[config.mk]
export PLATFORM = sky130hd
export DESIGN_NAME = ccr_unit
export DESIGN_NICKNAME = d
export VERILOG_FILES = /design/src/rtl/ccr_unit.sv
export SDC_FILE = /design/constraint.sdc
export NUM_CORES = 1
export LEC_CHECK = 0
export ABC_AREA = 1
export CAP_MARGIN = 20
export CORE_MARGIN = 2
export CORE_UTILIZATION = 39
export DETAILED_ROUTE_END_ITERATION = 8
export PLACE_DENSITY = 0.75
export SLEW_MARGIN = 20
export SYNTH_ARGS = -nofsm -noshare
export SYNTH_HDL_FRONTEND = slang
export SYNTH_SLANG_ARGS = --single-unit
[constraint.sdc]
create_clock -name clk -period 1.3 [get_ports clk]
set_input_delay 0.26 -clock clk [delete_from_list [all_inputs] [get_ports clk]]
set_output_delay 0.26 -clock clk [all_outputs]
set_load 0.005 [all_outputs]
[src/rtl/ccr_unit.sv]
// Condition-code register for the 16-bit core: masked flag commit,
// jump resolution with flag consume, and interrupt shadow save/restore.
module ccr_unit (
  input  logic       clk,
  input  logic       rst,
  input  logic       stall,
  input  logic       flags_we,
  input  logic [2:0] alu_flags,
  input  logic [2:0] flag_mask,
  input  logic       setc,
  input  logic       clrc,
  input  logic       jmp_valid,
  input  logic [1:0] jmp_cond,
  input  logic       int_ack,
  input  logic       rti,
  output logic [2:0] ccr,
  output logic       branch_taken,
  output logic       int_saved,
  output logic       save_overrun
);

  typedef enum logic {IDLE, SAVED} state_t;

  state_t     state, stateNext;
  logic [2:0] shadow, shadowNext;
  logic [2:0] ccrCalc, ccrNext;
  logic       condHit;
  logic       overrunNext;

  always_comb begin
    condHit = 1'b0;
    unique case (jmp_cond)
      2'b00: condHit = ccr[0];
      2'b01: condHit = ccr[1];
      2'b10: condHit = ccr[2];
      2'b11: condHit = 1'b1;
    endcase
  end

  assign branch_taken = jmp_valid & condHit;

  // consume, then ALU merge, then setc/clrc; later steps win per bit
  always_comb begin
    ccrCalc = ccr;
    if (branch_taken) begin
      unique case (jmp_cond)
        2'b00: ccrCalc[0] = 1'b0;
        2'b01: ccrCalc[1] = 1'b0;
        2'b10: ccrCalc[2] = 1'b0;
        2'b11: ccrCalc = ccr;
      endcase
    end
    if (flags_we)
      ccrCalc = (ccrCalc & ~flag_mask) | (alu_flags & flag_mask);
    if (setc)
      ccrCalc[2] = 1'b1;
    if (clrc)
      ccrCalc[2] = 1'b0;
  end

  always_comb begin
    stateNext   = state;
    shadowNext  = shadow;
    ccrNext     = ccrCalc;
    overrunNext = 1'b0;
    unique case (state)
      IDLE: begin
        if (int_ack) begin
          stateNext  = SAVED;
          shadowNext = ccrCalc;
        end
        if (rti)
          overrunNext = 1'b1;
      end
      SAVED: begin
        if (rti) begin
          ccrNext = shadow;
          if (!int_ack)
            stateNext = IDLE;
        end else if (int_ack) begin
          overrunNext = 1'b1;
        end
      end
    endcase
    if (stall) begin
      stateNext   = state;
      shadowNext  = shadow;
      ccrNext     = ccr;
      overrunNext = 1'b0;
    end
  end

  always_ff @(posedge clk or posedge rst) begin
    if (rst) begin
      state        <= IDLE;
      shadow       <= 3'b000;
      ccr          <= 3'b000;
      save_overrun <= 1'b0;
    end else begin
      state        <= stateNext;
      shadow       <= shadowNext;
      ccr          <= ccrNext;
      save_overrun <= overrunNext;
    end
  end

  assign int_saved = (state == SAVED);

endmodule
==> impl_metrics.ini, run 1 <==
[outcome]
status = finished, violations left
violations = negative setup slack

[global_routing]
grt_usage = 0.198
antenna_found_initial = 0
first_global_vias = 535
grt_max_degree = 10
overflow = 0
grt_pass1_wl_um = 2060

[routing]
viasPerCell = 4.72
vias = 595
finalWirelength_um = 1420
first_pass_iters = 4
first_iter_violations = 7
post_drt_wl_per_cell_um = 11.3
drc = 0
ant_nets = 0

[finish]
multi_input_area_um2 = 289
final_area_um2 = 920
drive_above_1_share = 0.351
nets = 130
seq_area_um2 = 200
fillers = 90
final_common_cell = clkdlybuf4s50_1
syn2layout_area_growth_pct = 77.1
layout_common_cells = 13 x clkdlybuf4s50_1, 12 x nand2_1, 12 x buf_4
layout.cells.non_filler = 126
diodes = 0

[run]
max_cap_violations = 0

[placement]
place_worst_setup_slack_ns = -0.660
port_buffers = 22
post-dp-hpwl_um = 971
placed_cells = 119
placed_area_um2 = 830
place_congestion = 0.767

[power_and_ir_drop]
max-vdd-ir-drop_uv = 749
p_sw_frac = 0.310
comb_power_share = 0.436
finalPower_mw = 0.909
power_density_nw_per_um2 = 988
switching_power_mw = 0.281
seqPwrFrac = 0.358
leakagePower_nw = 0.455
p_int_mw = 0.627
pwr-share-clk = 0.206

[timing]
period_share = 1.08
setup_viol = 1
maxSlewViolCount = 0
skew_ns = 0.00483
worst_pin_slew_ns = 0.309
fmaxAchievable_mhz = 710
fin_crit_ns = 1.41
setup_ws_ns = -0.108
rsz0062_at_grt = true
relSlewSlack = 0.794
tns_ns = -0.108
hold_violations = 0

[critical_path]
worstReg2RegEnd = ccr[0]
cp-endpoint = branch_taken
end_kind = output port
crit_fanout = 3
rrSetupSlack_ns = 0.02
cp_top_family = flip-flops
cp_slowest_stage_delay_ns = 0.38
critical_path.slowest_cell = dfrtp_1
rr_worst_depth = 10
critical_path_arrival_ns = 1.15
cp.depth = 6
worstSetupStartpoint = ccr[1]
worstReg2RegStart = ccr[0]
required_ns = 1.04
start_kind = flip-flop
crit_chain = inv_2 -> nand3_2 -> nand2_1 -> inv_2 -> and2_4 -> buf_6
crit_buf_inv = 3
cp_common_cell = inv_2
critPathKind = flip-flop to output port

[floorplanning]
start_util = 0.409
num_io_pins = 23
num_rows = 13
core_um2 = 1270
dieArea_um2 = 1640
fp.dieH_um = 40.5
die_w_um = 40.5

[clock_tree]
cts_max_path_buffers = 2
root_buffer = clkbuf_4
path_clk_slew_ns = 0.06
insertion_delay_ns = 0.25
cts_hold_buffers = 0
cts_sinks = 8
cts_made_buffers = 3
cts_tree = done
cts_max_level = 1

[logic_synthesis]
ys_seq_area_frac = 0.386
synth-edff-count = 0
ys.flop_type = dfrtp_1
syn-num-nets = 89
syn_avg_cell_area_um2 = 7.21
synth.distinct_cells = 21
synthesis.area_um2 = 519
synthArstFlopShare = 1.00
postSynthCellCount = 72
yosysWarnings = 0
ys_seq_elements = 8

[worst_hold_path]
hold_class = primary input to asynchronous set/reset pin
==> layer usage <==
metal  global-route usage  vias up  wire length, µm
met5                    0        -                0
met4                0.125        0                8
met3               0.0333        2               73
met2                0.345       17              710
met1                0.219      266              630
li1                     -      310                -
==> flip-flops by register name (all words and copies together), names as in the netlist <==
| name | cells |
|---|---|
| ccr | 3 |
| int_saved | 1 |
| save_overrun | 1 |
| shadow | 3 |
==> synth_stat cells (2+ instances only) <==
library cell	number	area, µm²
a31oi_1	2	12.5
dfrtp_1	8	200
nor2_1	10	37.5
nand2_2	3	18.8
inv_2	2	7.51
inv_1	8	30.0
a21oi_1	5	25.0
nand2_1	15	56.3
nand3_1	6	30.0
o21ai_1	2	10.0
==> repair_timing <==
item,CTS,global route
resized for setup,18,9
pin swaps,9,11
buffers inserted,7,0
endpoints found under the setup margin,11,9
==> stage by stage <==
step | utilization | hold WS (ns)
finish | 0.725 | 0.250
global route | 0.725 | 0.285
CTS | 0.713 | 0.259
detailed placement | 0.654 | 0.530
global placement | 0.654 | 0.518
floorplan | - | 0.0757
==> logic make-up after synthesis <==
group	count (synthesis)	synth area share
and+or+nand+nor	40	0.369
buffers and inverters	13	0.120
DFF	8	0.386
AOI/OAI and AO/OA	11	0.125
==> layout make-up <==
| cell class | count | area share |
|---|---|---|
| multi-input combinational | 51 | 0.314 |
| clock buffer | 3 | 0.0245 |
| timing repair buffer | 37 | 0.367 |
| inverter | 12 | 0.0558 |
| sequential | 8 | 0.218 |
| tap | 15 | 0.0204 |
==> worst min path at each step <==
| stage | slack (ns) | endpoint |
|---|---|---|
| 2_1_floorplan | 0.08 | ccr[0] |
| 3_3_place_gp | 0.52 | shadow[2] |
| 3_5_place_dp | 0.53 | shadow[1] |
| 4_1_cts | 0.26 | shadow[1] |
| 5_1_grt | 0.29 | shadow[1] |
| 6_report | 0.25 | shadow[1] |
==> worst register-to-register path, delay by kind of cell, from the launching register on <==
kind            cells  cell delay [ns]
buf+inv             3             0.24
simple gates        6             0.43
compound gates      1             0.14
flops               1             0.35
==> power groups by stage <==
| stage | registers (mW) | logic [mW] | clock network (mW) |
|---|---|---|---|
| after floorplan | 0.337 | 0.142 | 0 |
| after global placement | 0.329 | 0.326 | 0 |
| after detailed placement | 0.332 | 0.333 | 0 |
| after CTS | 0.324 | 0.381 | 0.193 |
| after global routing | 0.332 | 0.436 | 0.207 |
| final | 0.325 | 0.396 | 0.188 |
(Power assumes the default switching activity.)
==> inputs of run 2 (changes only) <==
--- a/config.mk
+++ b/config.mk
@@ -7,9 +7,10 @@
 export LEC_CHECK = 0
 export ABC_AREA = 1
 export CAP_MARGIN = 20
-export CORE_MARGIN = 2
-export CORE_UTILIZATION = 39
+export CORE_AREA = 2 2 39 41
+export CTS_BUF_LIST = sky130_fd_sc_hd__clkbuf_2
 export DETAILED_ROUTE_END_ITERATION = 8
+export DIE_AREA = 0 0 41 43
 export PLACE_DENSITY = 0.75
 export SLEW_MARGIN = 20
 export SYNTH_ARGS = -nofsm -noshare
==> run 2 against run 1 <==
The flow still finishes with violations (negative setup slack); wire length fell by 9.3%; maximum frequency up 1.7%; sequential share of layout area up 0.78 points; non-clock buffer count is 1 lower; via count is 3.4% lower; clock power fell by 22%; sequential power is 2% higher; power decreased by 7.0%; combinational power fell by 7.3%; critical path depth unchanged; cell area shrank 2.9%.
==> impl_metrics.ini, run 2 (synthesis gave the netlist of run 1 again) <==
[critical_path]
critPathKind = flip-flop to output port
required_ns = 1.04
cp_common_cell = inv_2
crit_chain = inv_2 -> nand3_2 -> nand2_2 -> inv_2 -> and2_4 -> buf_6
end_kind = output port
critical_path.slowest_cell = dfrtp_1
critical_path_arrival_ns = 1.12
start_kind = flip-flop
cp_slowest_stage_delay_ns = 0.39
crit_buf_inv = 3
cp_top_family = flip-flops
crit_fanout = 2

[clock_tree]
cts_made_buffers = 3
cts_max_path_buffers = 2
insertion_delay_ns = 0.23
root_buffer = clkbuf_2
cts_tree = done
path_clk_slew_ns = 0.08
cts_max_level = 1
cts_sinks = 8

[outcome]
status = finished, violations left
violations = negative setup slack

[floorplanning]
fp.dieH_um = 43
num_rows = 14
die_w_um = 41
num_io_pins = 23
start_util = 0.375
dieArea_um2 = 1760
core_um2 = 1380

[global_routing]
overflow = 0
grt_usage = 0.175
grt_pass1_wl_um = 2100
grt_max_degree = 10
antenna_found_initial = 0
first_global_vias = 557

[timing]
skew_ns = 0.000501
fin_crit_ns = 1.38
rsz0062_at_grt = true
setup_viol = 1
relSlewSlack = 0.796
hold_violations = 0
maxSlewViolCount = 0
tns_ns = -0.0849
setup_ws_ns = -0.0849
period_share = 1.07
worst_pin_slew_ns = 0.305
fmaxAchievable_mhz = 722

[routing]
finalWirelength_um = 1290
first_pass_iters = 4
ant_nets = 0
drc = 0
viasPerCell = 4.56
first_iter_violations = 9
vias = 575
post_drt_wl_per_cell_um = 10.2

[finish]
reg_top3 = ccr (3), shadow (3)
nets = 129
diodes = 0
layout_common_cells = 13 x nand2_1, 13 x clkdlybuf4s50_1, 12 x buf_4
syn2layout_area_growth_pct = 72.0
final_util = 0.646
drive_above_1_share = 0.355
layout.cells.non_filler = 126

[power_and_ir_drop]
power_density_nw_per_um2 = 946
leakagePower_nw = 0.444
max-vdd-ir-drop_uv = 582

[worst_hold_path]
hold_class = primary input to asynchronous set/reset pin

[placement]
port_buffers = 22
place_congestion = 0.730
placed_cells = 121
post-dp-hpwl_um = 965
place_worst_setup_slack_ns = -0.638

[run]
max_cap_violations = 0
[run 2: where the power goes]
| group | total (mW) | switching [mW] | internal [mW] |
|---|---|---|---|
| combinational | 0.367 | 0.154 | 0.213 |
| clock | 0.147 | 0.0840 | 0.0629 |
| sequential | 0.331 | 0.0328 | 0.298 |
| total | 0.845 | 0.270 | 0.575 |
[run 2: per-layer routing]
layer,vias to the layer above,track usage,routed length [µm]
met5,-,0,0
met4,0,0.0800,18
met3,2,0.0314,59
met2,16,0.278,688
met1,251,0.220,525
li1,306,-,-
[run 2: final timing paths]
| path | start | endpoint | slack [ns] | depth (start not counted) |
|---|---|---|---|---|
| max in group asynchronous | rst | ccr[0] | 0.79 | 2 |
| worst min-delay path | rst | shadow[0] | 0.26 | 2 |
| worst min register to register | shadow[2] | shadow[2] | 0.56 | 2 |
| worst max-delay path | ccr[1] | branch_taken | -0.08 | 6 |
| min in group clk | shadow[2] | shadow[2] | 0.56 | 2 |
| worst max register to register | ccr[1] | shadow[0] | 0.03 | 9 |
[run 2: stage by stage]
| step | total power [mW] | instance area, µm² | hold slack, ns |
|---|---|---|---|
| final | 0.845 | 893 | 0.261 |
| after global routing | 0.913 | 893 | 0.284 |
| after CTS | 0.835 | 876 | 0.266 |
| after detailed placement | 0.673 | 838 | 0.529 |
| after global placement | 0.662 | 838 | 0.518 |
| after floorplan | 0.478 | 519 | 0.0757 |
[run 2: worst register-to-register path, cell delays in order (launching register included)]
cell and delay (ns):
dfrtp_1 0.39, inv_2 0.07, nand3_2 0.06, nand2_2 0.08, inv_2 0.04, and2_4 0.15
buf_4 0.12, nand2_2 0.05, nand2_2 0.05, a31oi_1 0.18
[run 2: repair_timing]
action	CTS	global route
hold buffers	0	0
gates resized for setup	19	12
endpoints found under the setup margin	11	7
buffers inserted	8	2
pin swaps	5	4
gates cloned	0	0
[run 2: layout make-up]
| class | instances | area [µm²] |
|---|---|---|
| timing repair buffer | 36 | 329 |
| inverter | 12 | 51.3 |
| multi-input combinational | 51 | 277 |
| clock buffer | 3 | 15.0 |
| sequential | 8 | 201 |
| fill | 122 | 490 |
| tap | 16 | 20.0 |
